--- src/rtl/probe_route_queue_if.sv ---
// probe_route_queue_if
//   Handshake and message bundle for probe_route_queue.
//   master : drives the arbiter-side message in, and the per-destination readies
//   slave  : the queue; drives io_in_ready, the four port valids, head bits, io_count
//   DEPTH  : must match the queue's DEPTH (sets io_count width)
interface probe_route_queue_if #(
    parameter int DEPTH = 4
);
    localparam int CW = $clog2(DEPTH) + 1;

    logic          io_in_valid;
    logic          io_in_ready;
    logic [1:0]    io_in_bits_header_src;
    logic [1:0]    io_in_bits_header_dst;
    logic [25:0]   io_in_bits_payload_addr_block;
    logic [1:0]    io_in_bits_payload_p_type;

    logic          io_out_0_valid;
    logic          io_out_1_valid;
    logic          io_out_2_valid;
    logic          io_out_3_valid;
    logic          io_out_0_ready;
    logic          io_out_1_ready;
    logic          io_out_2_ready;
    logic          io_out_3_ready;
    logic [1:0]    io_out_bits_header_src;
    logic [1:0]    io_out_bits_header_dst;
    logic [25:0]   io_out_bits_payload_addr_block;
    logic [1:0]    io_out_bits_payload_p_type;

    logic [CW-1:0] io_count;

    modport master (
        output io_in_valid, io_in_bits_header_src, io_in_bits_header_dst,
               io_in_bits_payload_addr_block, io_in_bits_payload_p_type,
               io_out_0_ready, io_out_1_ready, io_out_2_ready, io_out_3_ready,
        input  io_in_ready, io_out_0_valid, io_out_1_valid, io_out_2_valid, io_out_3_valid,
               io_out_bits_header_src, io_out_bits_header_dst,
               io_out_bits_payload_addr_block, io_out_bits_payload_p_type, io_count
    );

    modport slave (
        input  io_in_valid, io_in_bits_header_src, io_in_bits_header_dst,
               io_in_bits_payload_addr_block, io_in_bits_payload_p_type,
               io_out_0_ready, io_out_1_ready, io_out_2_ready, io_out_3_ready,
        output io_in_ready, io_out_0_valid, io_out_1_valid, io_out_2_valid, io_out_3_valid,
               io_out_bits_header_src, io_out_bits_header_dst,
               io_out_bits_payload_addr_block, io_out_bits_payload_p_type, io_count
    );
endinterface

--- src/rtl/probe_route_queue.sv ---
// probe_route_queue
//   DEPTH-entry FIFO behind the 4:1 probe arbiter. The head message is steered
//   to output port header_dst; a stalled head blocks everything behind it.
//   Ports:
//     clk   : rising-edge clock
//     reset : asynchronous active-high reset (clears pointers and occupancy)
//     q     : probe_route_queue_if.slave (input handshake, 4 output ports, io_count)
//   Parameter DEPTH : entries, power of two in 2..16 (default 4).
//   Macro PROBE_ROUTE_QUEUE_FLOW_EN : when defined, an empty queue presents the
//   incoming message combinationally and bypasses storage if the target port
//   accepts it the same cycle. Undefined: registered-only path, 1-cycle latency.
module probe_route_queue #(
    parameter int DEPTH = 4
) (
    input logic                clk,
    input logic                reset,
    probe_route_queue_if.slave q
);
    localparam int AW = $clog2(DEPTH);
    localparam int CW = AW + 1;

    typedef struct packed {
        logic [1:0]  src;
        logic [1:0]  dst;
        logic [25:0] addr;
        logic [1:0]  p_type;
    } msg_t;

    msg_t          mem_q [DEPTH];
    logic [AW-1:0] wptr_q, wptr_d;
    logic [AW-1:0] rptr_q, rptr_d;
    logic [CW-1:0] count_q, count_d;

    msg_t       in_msg;
    msg_t       head_msg;
    logic       empty;
    logic       in_ready;
    logic [3:0] out_valid;
    logic [3:0] out_ready;
    logic       bypass;
    logic       enq;
    logic       deq;

    assign in_msg    = '{src:    q.io_in_bits_header_src,
                         dst:    q.io_in_bits_header_dst,
                         addr:   q.io_in_bits_payload_addr_block,
                         p_type: q.io_in_bits_payload_p_type};
    assign out_ready = {q.io_out_3_ready, q.io_out_2_ready, q.io_out_1_ready, q.io_out_0_ready};
    assign empty     = (count_q == '0);
    // Full depends only on stored occupancy; a same-cycle dequeue does not open a slot.
    assign in_ready  = (count_q != CW'(DEPTH));

    always_comb begin
        head_msg  = mem_q[rptr_q];
        out_valid = empty ? 4'b0000 : (4'b0001 << head_msg.dst);
        bypass    = 1'b0;
`ifdef PROBE_ROUTE_QUEUE_FLOW_EN
        if (empty && q.io_in_valid) begin
            head_msg  = in_msg;
            out_valid = 4'b0001 << in_msg.dst;
            bypass    = |(out_valid & out_ready);
        end
`endif
        // Only the selected port's ready matters: out_valid is one-hot.
        deq     = !empty && |(out_valid & out_ready);
        enq     = q.io_in_valid && in_ready && !bypass;
        wptr_d  = enq ? wptr_q + AW'(1) : wptr_q;
        rptr_d  = deq ? rptr_q + AW'(1) : rptr_q;
        count_d = count_q;
        case ({enq, deq})
            2'b10:   count_d = count_q + CW'(1);
            2'b01:   count_d = count_q - CW'(1);
            default: count_d = count_q;
        endcase
    end

    // Storage is cleared too so the head bits never read back as X once the
    // read pointer moves onto a slot that has not been written since reset.
    always_ff @(posedge clk or posedge reset) begin
        if (reset) begin
            wptr_q  <= '0;
            rptr_q  <= '0;
            count_q <= '0;
            for (int i = 0; i < DEPTH; i++) mem_q[i] <= '0;
        end else begin
            wptr_q  <= wptr_d;
            rptr_q  <= rptr_d;
            count_q <= count_d;
            if (enq) mem_q[wptr_q] <= in_msg;
        end
    end

    assign q.io_in_ready                    = in_ready;
    assign q.io_out_0_valid                 = out_valid[0];
    assign q.io_out_1_valid                 = out_valid[1];
    assign q.io_out_2_valid                 = out_valid[2];
    assign q.io_out_3_valid                 = out_valid[3];
    assign q.io_out_bits_header_src         = head_msg.src;
    assign q.io_out_bits_header_dst         = head_msg.dst;
    assign q.io_out_bits_payload_addr_block = head_msg.addr;
    assign q.io_out_bits_payload_p_type     = head_msg.p_type;
    assign q.io_count                       = count_q;
endmodule

--- src/flat_wrapper.sv ---
// flat-port wrapper written by rule: the top's interface ports become plain ports
module probe_route_queue_flat 
#(
    parameter int DEPTH = 4
)
  (clk, reset, q_io_in_valid, q_io_in_bits_header_src, q_io_in_bits_header_dst, q_io_in_bits_payload_addr_block, q_io_in_bits_payload_p_type, q_io_out_0_ready, q_io_out_1_ready, q_io_out_2_ready, q_io_out_3_ready, q_io_in_ready, q_io_out_0_valid, q_io_out_1_valid, q_io_out_2_valid, q_io_out_3_valid, q_io_out_bits_header_src, q_io_out_bits_header_dst, q_io_out_bits_payload_addr_block, q_io_out_bits_payload_p_type, q_io_count);
  probe_route_queue_if #(.DEPTH(DEPTH)) q_i ();
  input logic clk;
  input logic reset;
  input wire logic [$bits(q_i.io_in_valid)-1:0] q_io_in_valid;
  input wire logic [$bits(q_i.io_in_bits_header_src)-1:0] q_io_in_bits_header_src;
  input wire logic [$bits(q_i.io_in_bits_header_dst)-1:0] q_io_in_bits_header_dst;
  input wire logic [$bits(q_i.io_in_bits_payload_addr_block)-1:0] q_io_in_bits_payload_addr_block;
  input wire logic [$bits(q_i.io_in_bits_payload_p_type)-1:0] q_io_in_bits_payload_p_type;
  input wire logic [$bits(q_i.io_out_0_ready)-1:0] q_io_out_0_ready;
  input wire logic [$bits(q_i.io_out_1_ready)-1:0] q_io_out_1_ready;
  input wire logic [$bits(q_i.io_out_2_ready)-1:0] q_io_out_2_ready;
  input wire logic [$bits(q_i.io_out_3_ready)-1:0] q_io_out_3_ready;
  output wire logic [$bits(q_i.io_in_ready)-1:0] q_io_in_ready;
  output wire logic [$bits(q_i.io_out_0_valid)-1:0] q_io_out_0_valid;
  output wire logic [$bits(q_i.io_out_1_valid)-1:0] q_io_out_1_valid;
  output wire logic [$bits(q_i.io_out_2_valid)-1:0] q_io_out_2_valid;
  output wire logic [$bits(q_i.io_out_3_valid)-1:0] q_io_out_3_valid;
  output wire logic [$bits(q_i.io_out_bits_header_src)-1:0] q_io_out_bits_header_src;
  output wire logic [$bits(q_i.io_out_bits_header_dst)-1:0] q_io_out_bits_header_dst;
  output wire logic [$bits(q_i.io_out_bits_payload_addr_block)-1:0] q_io_out_bits_payload_addr_block;
  output wire logic [$bits(q_i.io_out_bits_payload_p_type)-1:0] q_io_out_bits_payload_p_type;
  output wire logic [$bits(q_i.io_count)-1:0] q_io_count;
  assign q_i.io_in_valid = q_io_in_valid;
  assign q_i.io_in_bits_header_src = q_io_in_bits_header_src;
  assign q_i.io_in_bits_header_dst = q_io_in_bits_header_dst;
  assign q_i.io_in_bits_payload_addr_block = q_io_in_bits_payload_addr_block;
  assign q_i.io_in_bits_payload_p_type = q_io_in_bits_payload_p_type;
  assign q_i.io_out_0_ready = q_io_out_0_ready;
  assign q_i.io_out_1_ready = q_io_out_1_ready;
  assign q_i.io_out_2_ready = q_io_out_2_ready;
  assign q_i.io_out_3_ready = q_io_out_3_ready;
  assign q_io_in_ready = q_i.io_in_ready;
  assign q_io_out_0_valid = q_i.io_out_0_valid;
  assign q_io_out_1_valid = q_i.io_out_1_valid;
  assign q_io_out_2_valid = q_i.io_out_2_valid;
  assign q_io_out_3_valid = q_i.io_out_3_valid;
  assign q_io_out_bits_header_src = q_i.io_out_bits_header_src;
  assign q_io_out_bits_header_dst = q_i.io_out_bits_header_dst;
  assign q_io_out_bits_payload_addr_block = q_i.io_out_bits_payload_addr_block;
  assign q_io_out_bits_payload_p_type = q_i.io_out_bits_payload_p_type;
  assign q_io_count = q_i.io_count;
  probe_route_queue #(.DEPTH(DEPTH)) u_core (.clk(clk), .reset(reset), .q(q_i));
endmodule
--- config.mk ---
export PLATFORM = sky130hd
export DESIGN_NAME = probe_route_queue_flat
export DESIGN_NICKNAME = d
export VERILOG_FILES = /design/src/rtl/probe_route_queue_if.sv /design/src/rtl/probe_route_queue.sv /design/src/flat_wrapper.sv
export SDC_FILE = /design/constraint.sdc
export NUM_CORES = 1
export LEC_CHECK = 0
export ABC_AREA = 1
export CAP_MARGIN = 20
export CORE_MARGIN = 1
export CORE_UTILIZATION = 45
export CTS_CLUSTER_SIZE = 30
export DETAILED_ROUTE_END_ITERATION = 8
export PLACE_DENSITY = 0.68
export SYNTH_ARGS = -nofsm -noshare
export SYNTH_HDL_FRONTEND = slang
export SYNTH_SLANG_ARGS = --single-unit
--- constraint.sdc ---
create_clock -name clk -period 4.7 [get_ports clk]
set_clock_uncertainty 0.1 [all_clocks]
set_input_delay 1.175 -clock clk [delete_from_list [all_inputs] [get_ports clk]]
set_output_delay 1.175 -clock clk [all_outputs]
set_load 0.1 [all_outputs]
==> results of run 1 <==
==> final timing paths <==
path,end,startpoint,cells after the start
hold reg to reg,u_core.mem_q[27]$_DFFE_PP0P_,u_core.mem_q[27]$_DFFE_PP0P_,1
hold / removal,u_core.mem_q[27]$_DFFE_PP0P_,u_core.mem_q[27]$_DFFE_PP0P_,1
max in group asynchronous,u_core.mem_q[52]$_DFFE_PP0P_,reset,3
setup reg to reg,u_core.q.io_count[2]$_DFFE_PP0P_,u_core.rptr_q[0]$_DFFE_PP0P_,15
min in group asynchronous,u_core.mem_q[96]$_DFFE_PP0P_,reset,3
setup / recovery,q_io_out_bits_payload_addr_block[21],u_core.rptr_q[0]$_DFFE_PP0P_,5
==> cell families after synthesis <==
kind of cell               after synthesis  share of synthesized area (%)
and+or+nand+nor                        105                          7.442
adders and majority gates                6                          1.331
xor gates and xnor gates                 4                         0.5648
DFF                                    135                          54.46
muxes                                  128                          23.24
buffers and inverters                   49                          4.619
AOI/OAI and AO/OA                       96                          8.350
==> final cells by class <==
type	instances	area, um^2
Fill cell	1048	5339
Sequential cell	135	3379
Multi-Input combinational cell	339	2539
Timing Repair Buffer	87	1269
Clock buffer	27	523.0
Tap cell	176	220.2
Inverter	16	63.81
Clock inverter	3	15.01
==> sequential cells by signal (all words and copies together) (netlist names) <==
name and flops:
u_core.mem_q 128, u_core.q.io_count 3, u_core.rptr_q 2, u_core.wptr_q 2
==> cells in the mapped netlist, drive strengths merged <==
cell,n
a21oi,2
inv,16
nand2,24
nand4,2
xor2,2
fa,1
ha,5
mux2,128
o21ai,64
nor2,71
buf,16
xnor2,2
nor3,1
nand3,7
clkbuf,17
dfrtp,135
o22ai,30
==> through the flow <==
stage / util (%) / hold WS, ps / setup WS [ps] / cells / instance area [um^2]
2_1_floorplan: - / 352.4 / 814.1 / 523 / 6207
3_3_place_gp: 55.35 / 362.7 / 1335 / 750 / 7388
3_5_place_dp: 55.35 / 376.7 / 1290 / 750 / 7388
4_1_cts: 59.38 / 388.5 / 872.3 / 780 / 7926
5_1_grt: 60.00 / 398.8 / 884.5 / 783 / 8009
6_report: 60.00 / 385.2 / 1052 / 783 / 8009
==> metal layers <==
layer | wire, um | share of wire (%)
met1 | 6313 | 46
met4 | 118 | 0.86
met5 | 0 | 0
met3 | 646 | 4.7
met2 | 6671 | 49
==> critical path, stage by stage, from the launching register on <==
cell	delay [ps]
dfrtp_2	410
inv_2	500
buf_4	400
nor2_1	80
o22ai_1	330
buf_12	230
==> results.cfg, run 1 <==
[run_status]
status = complete, no violations

[floorplanning]
coreArea_um2 = 13350
start_util_pct = 46.48
die_x_um = 119.4
ios = 79
rows = 42
die_h_um = 119.4
dieArea_um2 = 14260

[yosys]
synth_top_area_cell = dfrtp_1
synth_top_area_share_pct = 54.46
ys_seq_elements = 135
yosysWarnings = 0
syn_avg_cell_area_um2 = 11.86
syn_nets = 568
ys_types = 27
syn_area_um2 = 6203
yosysSeqAreaShare_pct = 54.46
synth_cells = 523
synthTopCellsByArea = dfrtp_1, mux2_2, o21ai_0

[sta]
tns_ps = 0
setup_viol = 0
fin_crit_ps = 3648
relSlewSlack_pct = 34.91
fin_crit_sh_pct = 77.61
worstMarginPinSlew_ps = 973.4
clock.fmax_ghz = 0.2742
slew_violations = 0
rsz0062_at_grt = no
hold_viol = 0

[global_route]
gr-usage-met3_pct = 5.029
grt_pass1_vias = 4470
grt_max_degree = 136
grt-busiest-layer = met2
grt_use_met1_pct = 28.10
grtUsageMet2_pct = 33.28
gr-total-overflow = 0
grtUsageTotal_pct = 20.88
grt_pass1_wl_mm = 22.96
antenna_found_initial = 0

[clocking]
cts_root_buf = clkbuf_16
cts_hold_buf = 0
cts_sinks = 135
clock_path_buffers = 2
numCtsBuffers = 17
htree_levels = 4
clkTransAtPathRegs_ps = 60
clock_latency_ps = 410
cts_setup_buffers = 0
post_cts_resize_count = 0
cts_tree = done

[final_layout]
drive_gt1_share_pct = 33.77
area_growth_pct = 29.10
final_cell_mix = dfrtp_1, mux2_2, nor2_1
diodes = 0
final_common_cell = dfrtp_1
layout.nets = 641

[worst_setup_path]
critPathCaptureType = output pin
path_class = flip-flop to output pin
r2r_setup_slack_ps = 1700
critPathRequiredTime_ps = 3420
cp_max_fo = 39
arrival_ps = 2370
startpoint_type = flip-flop

[routing]
totalWireLength_mm = 13.75
wl_per_cell_um = 17.56
route.detailed.drc = 0
vias_per_cell = 5.406
vias = 4233
drtIter0Drc = 317
antenna_left = 0
drtPass1Iterations = 4

[place]
portBuffers = 78
hpwlAfterDp_mm = 8.103
gp_congestion = 0.7374

[hold_path]
hold_path.class = flip-flop to flip-flop

[job]
maxCapViolations = 0
Power of run 1 is not shown: default switching activity piles up to over one toggle a cycle in this logic, so the estimate is an artifact.
==> run 2: changes to the inputs <==
--- a/config.mk
+++ b/config.mk
@@ -11,7 +11,7 @@
 export CORE_UTILIZATION = 45
 export CTS_CLUSTER_SIZE = 30
 export DETAILED_ROUTE_END_ITERATION = 8
-export PLACE_DENSITY = 0.68
+export PLACE_DENSITY = 0.65
 export SYNTH_ARGS = -nofsm -noshare
 export SYNTH_HDL_FRONTEND = slang
 export SYNTH_SLANG_ARGS = --single-unit
==> constraint.sdc (replaced) <==
create_clock -name clk -period 3.4 [get_ports clk]
set_clock_uncertainty 0.1 [all_clocks]
set_input_delay 0.85 -clock clk [delete_from_list [all_inputs] [get_ports clk]]
set_output_delay 0.85 -clock clk [all_outputs]
set_load 0.1 [all_outputs]
==> run 2 against run 1 <==
Net effect: flip-flop and latch count unchanged; clock-buffer cell count down 3; cell count up 0.51%; global-route usage up 0.14 points; register-to-register slack worse by 1200 ps; die area unchanged; critical path depth unchanged; sequential share of layout area down 0.57 points; first-iteration DRC count down 33%; utilization up 0.82 points; via count up 1.4%; cell area up 1.4%; critical path type unchanged; largest cell class unchanged.
==> results.cfg, run 2 (synthesized netlist as in run 1, its figures left out) <==
[run_status]
status = complete, no violations

[clocking]
cts_hold_buf = 0
clock_path_buffers = 2
htree_levels = 4
numCtsBuffers = 17
cts_sinks = 135
cts_tree = done
cts_root_buf = clkbuf_16
post_cts_resize_count = 0
clock_latency_ps = 420
cts_setup_buffers = 0
clkTransAtPathRegs_ps = 50

[floorplanning]
die_x_um = 119.4
dieArea_um2 = 14260
die_h_um = 119.4
rows = 42
start_util_pct = 46.48
ios = 79
coreArea_um2 = 13350

[routing]
antenna_left = 0
totalWireLength_mm = 13.58
vias = 4291
drtPass1Iterations = 4
drtIter0Drc = 211
route.detailed.drc = 0
vias_per_cell = 5.452
wl_per_cell_um = 17.26

[global_route]
gr-total-overflow = 0
antenna_found_initial = 0
grt_pass1_wl_mm = 22.97
grtUsageTotal_pct = 21.02
grt_pass1_vias = 4406
grt_max_degree = 75

[worst_setup_path]
path_class = flip-flop to output pin
crit_chain = inv_2 > buf_12 > o21ai_0 > o22ai_1 > buf_12
cp_max_fo = 44
startpoint_type = flip-flop
critPathCaptureType = output pin
timing.critical_path.mode_cell = buf_12
critPathRequiredTime_ps = 2450
cp_slowest_cell = dfrtp_2
critPathMaxStageDelay_ps = 540
arrival_ps = 2290

[sta]
hold_viol = 0
setup_viol = 0
fin_crit_sh_pct = 95.24
relSlewSlack_pct = 64.05
clock.fmax_ghz = 0.3088
fin_crit_ps = 3238
fin_ws_ps = 161.9
worstMarginPinSlew_ps = 539.2
rsz0062_at_grt = no
slew_violations = 0

[final_layout]
regMostFlops = u_core.mem_q
final_cell_mix = dfrtp_1, mux2_2, o21ai_0
largest_reg_flops = 128
layout.nets = 643
diodes = 0
multi_input_area_um2 = 2544
area_growth_pct = 30.86
final_common_cell = dfrtp_1
drive_gt1_share_pct = 35.35
seq_area_um2 = 3379
nFillCells = 1068

[place]
hpwlAfterDp_mm = 8.247
portBuffers = 78
gp_congestion = 0.7939
dp_slack_ps = 555.7

[job]
maxCapViolations = 0

[hold_path]
hold_path.class = flip-flop to flip-flop
[run 2: cell types whose count changed in the layout (fill, tap and decap cells not counted), moves of 2 or more]
cell,before,now
buf_4,6,10
clkdlybuf4s50_1,42,38
buf_12,36,41
clkbuf_8,6,4
bufinv_16,0,4
nor2_1,65,63
nor2_2,2,4
buf_16,3,0
[run 2: critical path: cells and delay by family, from the launching register on]
family          cells  cell delay (ps)
compound gates      2              460
buf+inv             3              860
flops               1              540
[run 2: worst paths after layout]
kind	slack, ps	cells past startpoint	start	endpoint
worst min register to register	390	1	u_core.mem_q[61]$_DFFE_PP0P_	u_core.mem_q[61]$_DFFE_PP0P_
worst max register to register	510	15	u_core.rptr_q[0]$_DFFE_PP0P_	u_core.q.io_count[2]$_DFFE_PP0P_
worst min-delay path	390	1	u_core.mem_q[61]$_DFFE_PP0P_	u_core.mem_q[61]$_DFFE_PP0P_
max in group asynchronous	1980	3	reset	u_core.mem_q[16]$_DFFE_PP0P_
worst max-delay path	160	5	u_core.rptr_q[0]$_DFFE_PP0P_	q_io_out_bits_payload_addr_block[17]
min in group asynchronous	600	2	reset	u_core.q.io_count[2]$_DFFE_PP0P_
[run 2: cell type report]
class | instances | share of cell area, %
sequential | 135 | 41.63
inverter | 16 | 0.7861
clock buffer | 24 | 6.057
timing repair buffer | 89 | 15.72
multi-input combinational | 339 | 31.33
clock inverter | 8 | 1.757
tap | 176 | 2.713
[run 2: per-stage QoR]
| step | instances | instance area [um^2] | setup TNS [ps] | util [%] | hold WS (ps) |
|---|---|---|---|---|---|
| after floorplan | 523 | 6212 | -321.8 | - | 352.4 |
| after global placement | 755 | 7483 | 0 | 56.06 | 364.1 |
| after detailed placement | 755 | 7483 | 0 | 56.06 | 379.7 |
| after CTS | 787 | 8118 | 0 | 60.82 | 393.0 |
| after global routing | 787 | 8118 | 0 | 60.82 | 411.4 |
| final | 787 | 8118 | 0 | 60.82 | 389.2 |
[run 2: per-layer routing]
layer / routed length, um / track usage [%] / up-vias / part of all wire (%)
met1: 6171 / 27.97 / 2208 / 45
li1: - / - / 1973 / -
met4: 275 / 8.750 / 0 / 2.0
met3: 559 / 4.598 / 21 / 4.1
met2: 6573 / 33.28 / 89 / 48
met5: 0 / 0 / - / 0
Power of run 2 is left out for the same reason.
==> run 3: changes to the inputs <==
--- a/config.mk
+++ b/config.mk
@@ -6,7 +6,7 @@
 export NUM_CORES = 1
 export LEC_CHECK = 0
 export ABC_AREA = 1
-export CAP_MARGIN = 20
+export CAP_MARGIN = 10
 export CORE_MARGIN = 1
 export CORE_UTILIZATION = 45
 export CTS_CLUSTER_SIZE = 30
==> results of run 3 <==
The final DEF is identical to that of run 2; final timing and power are the same.
Power of run 3 is left out for the same reason.
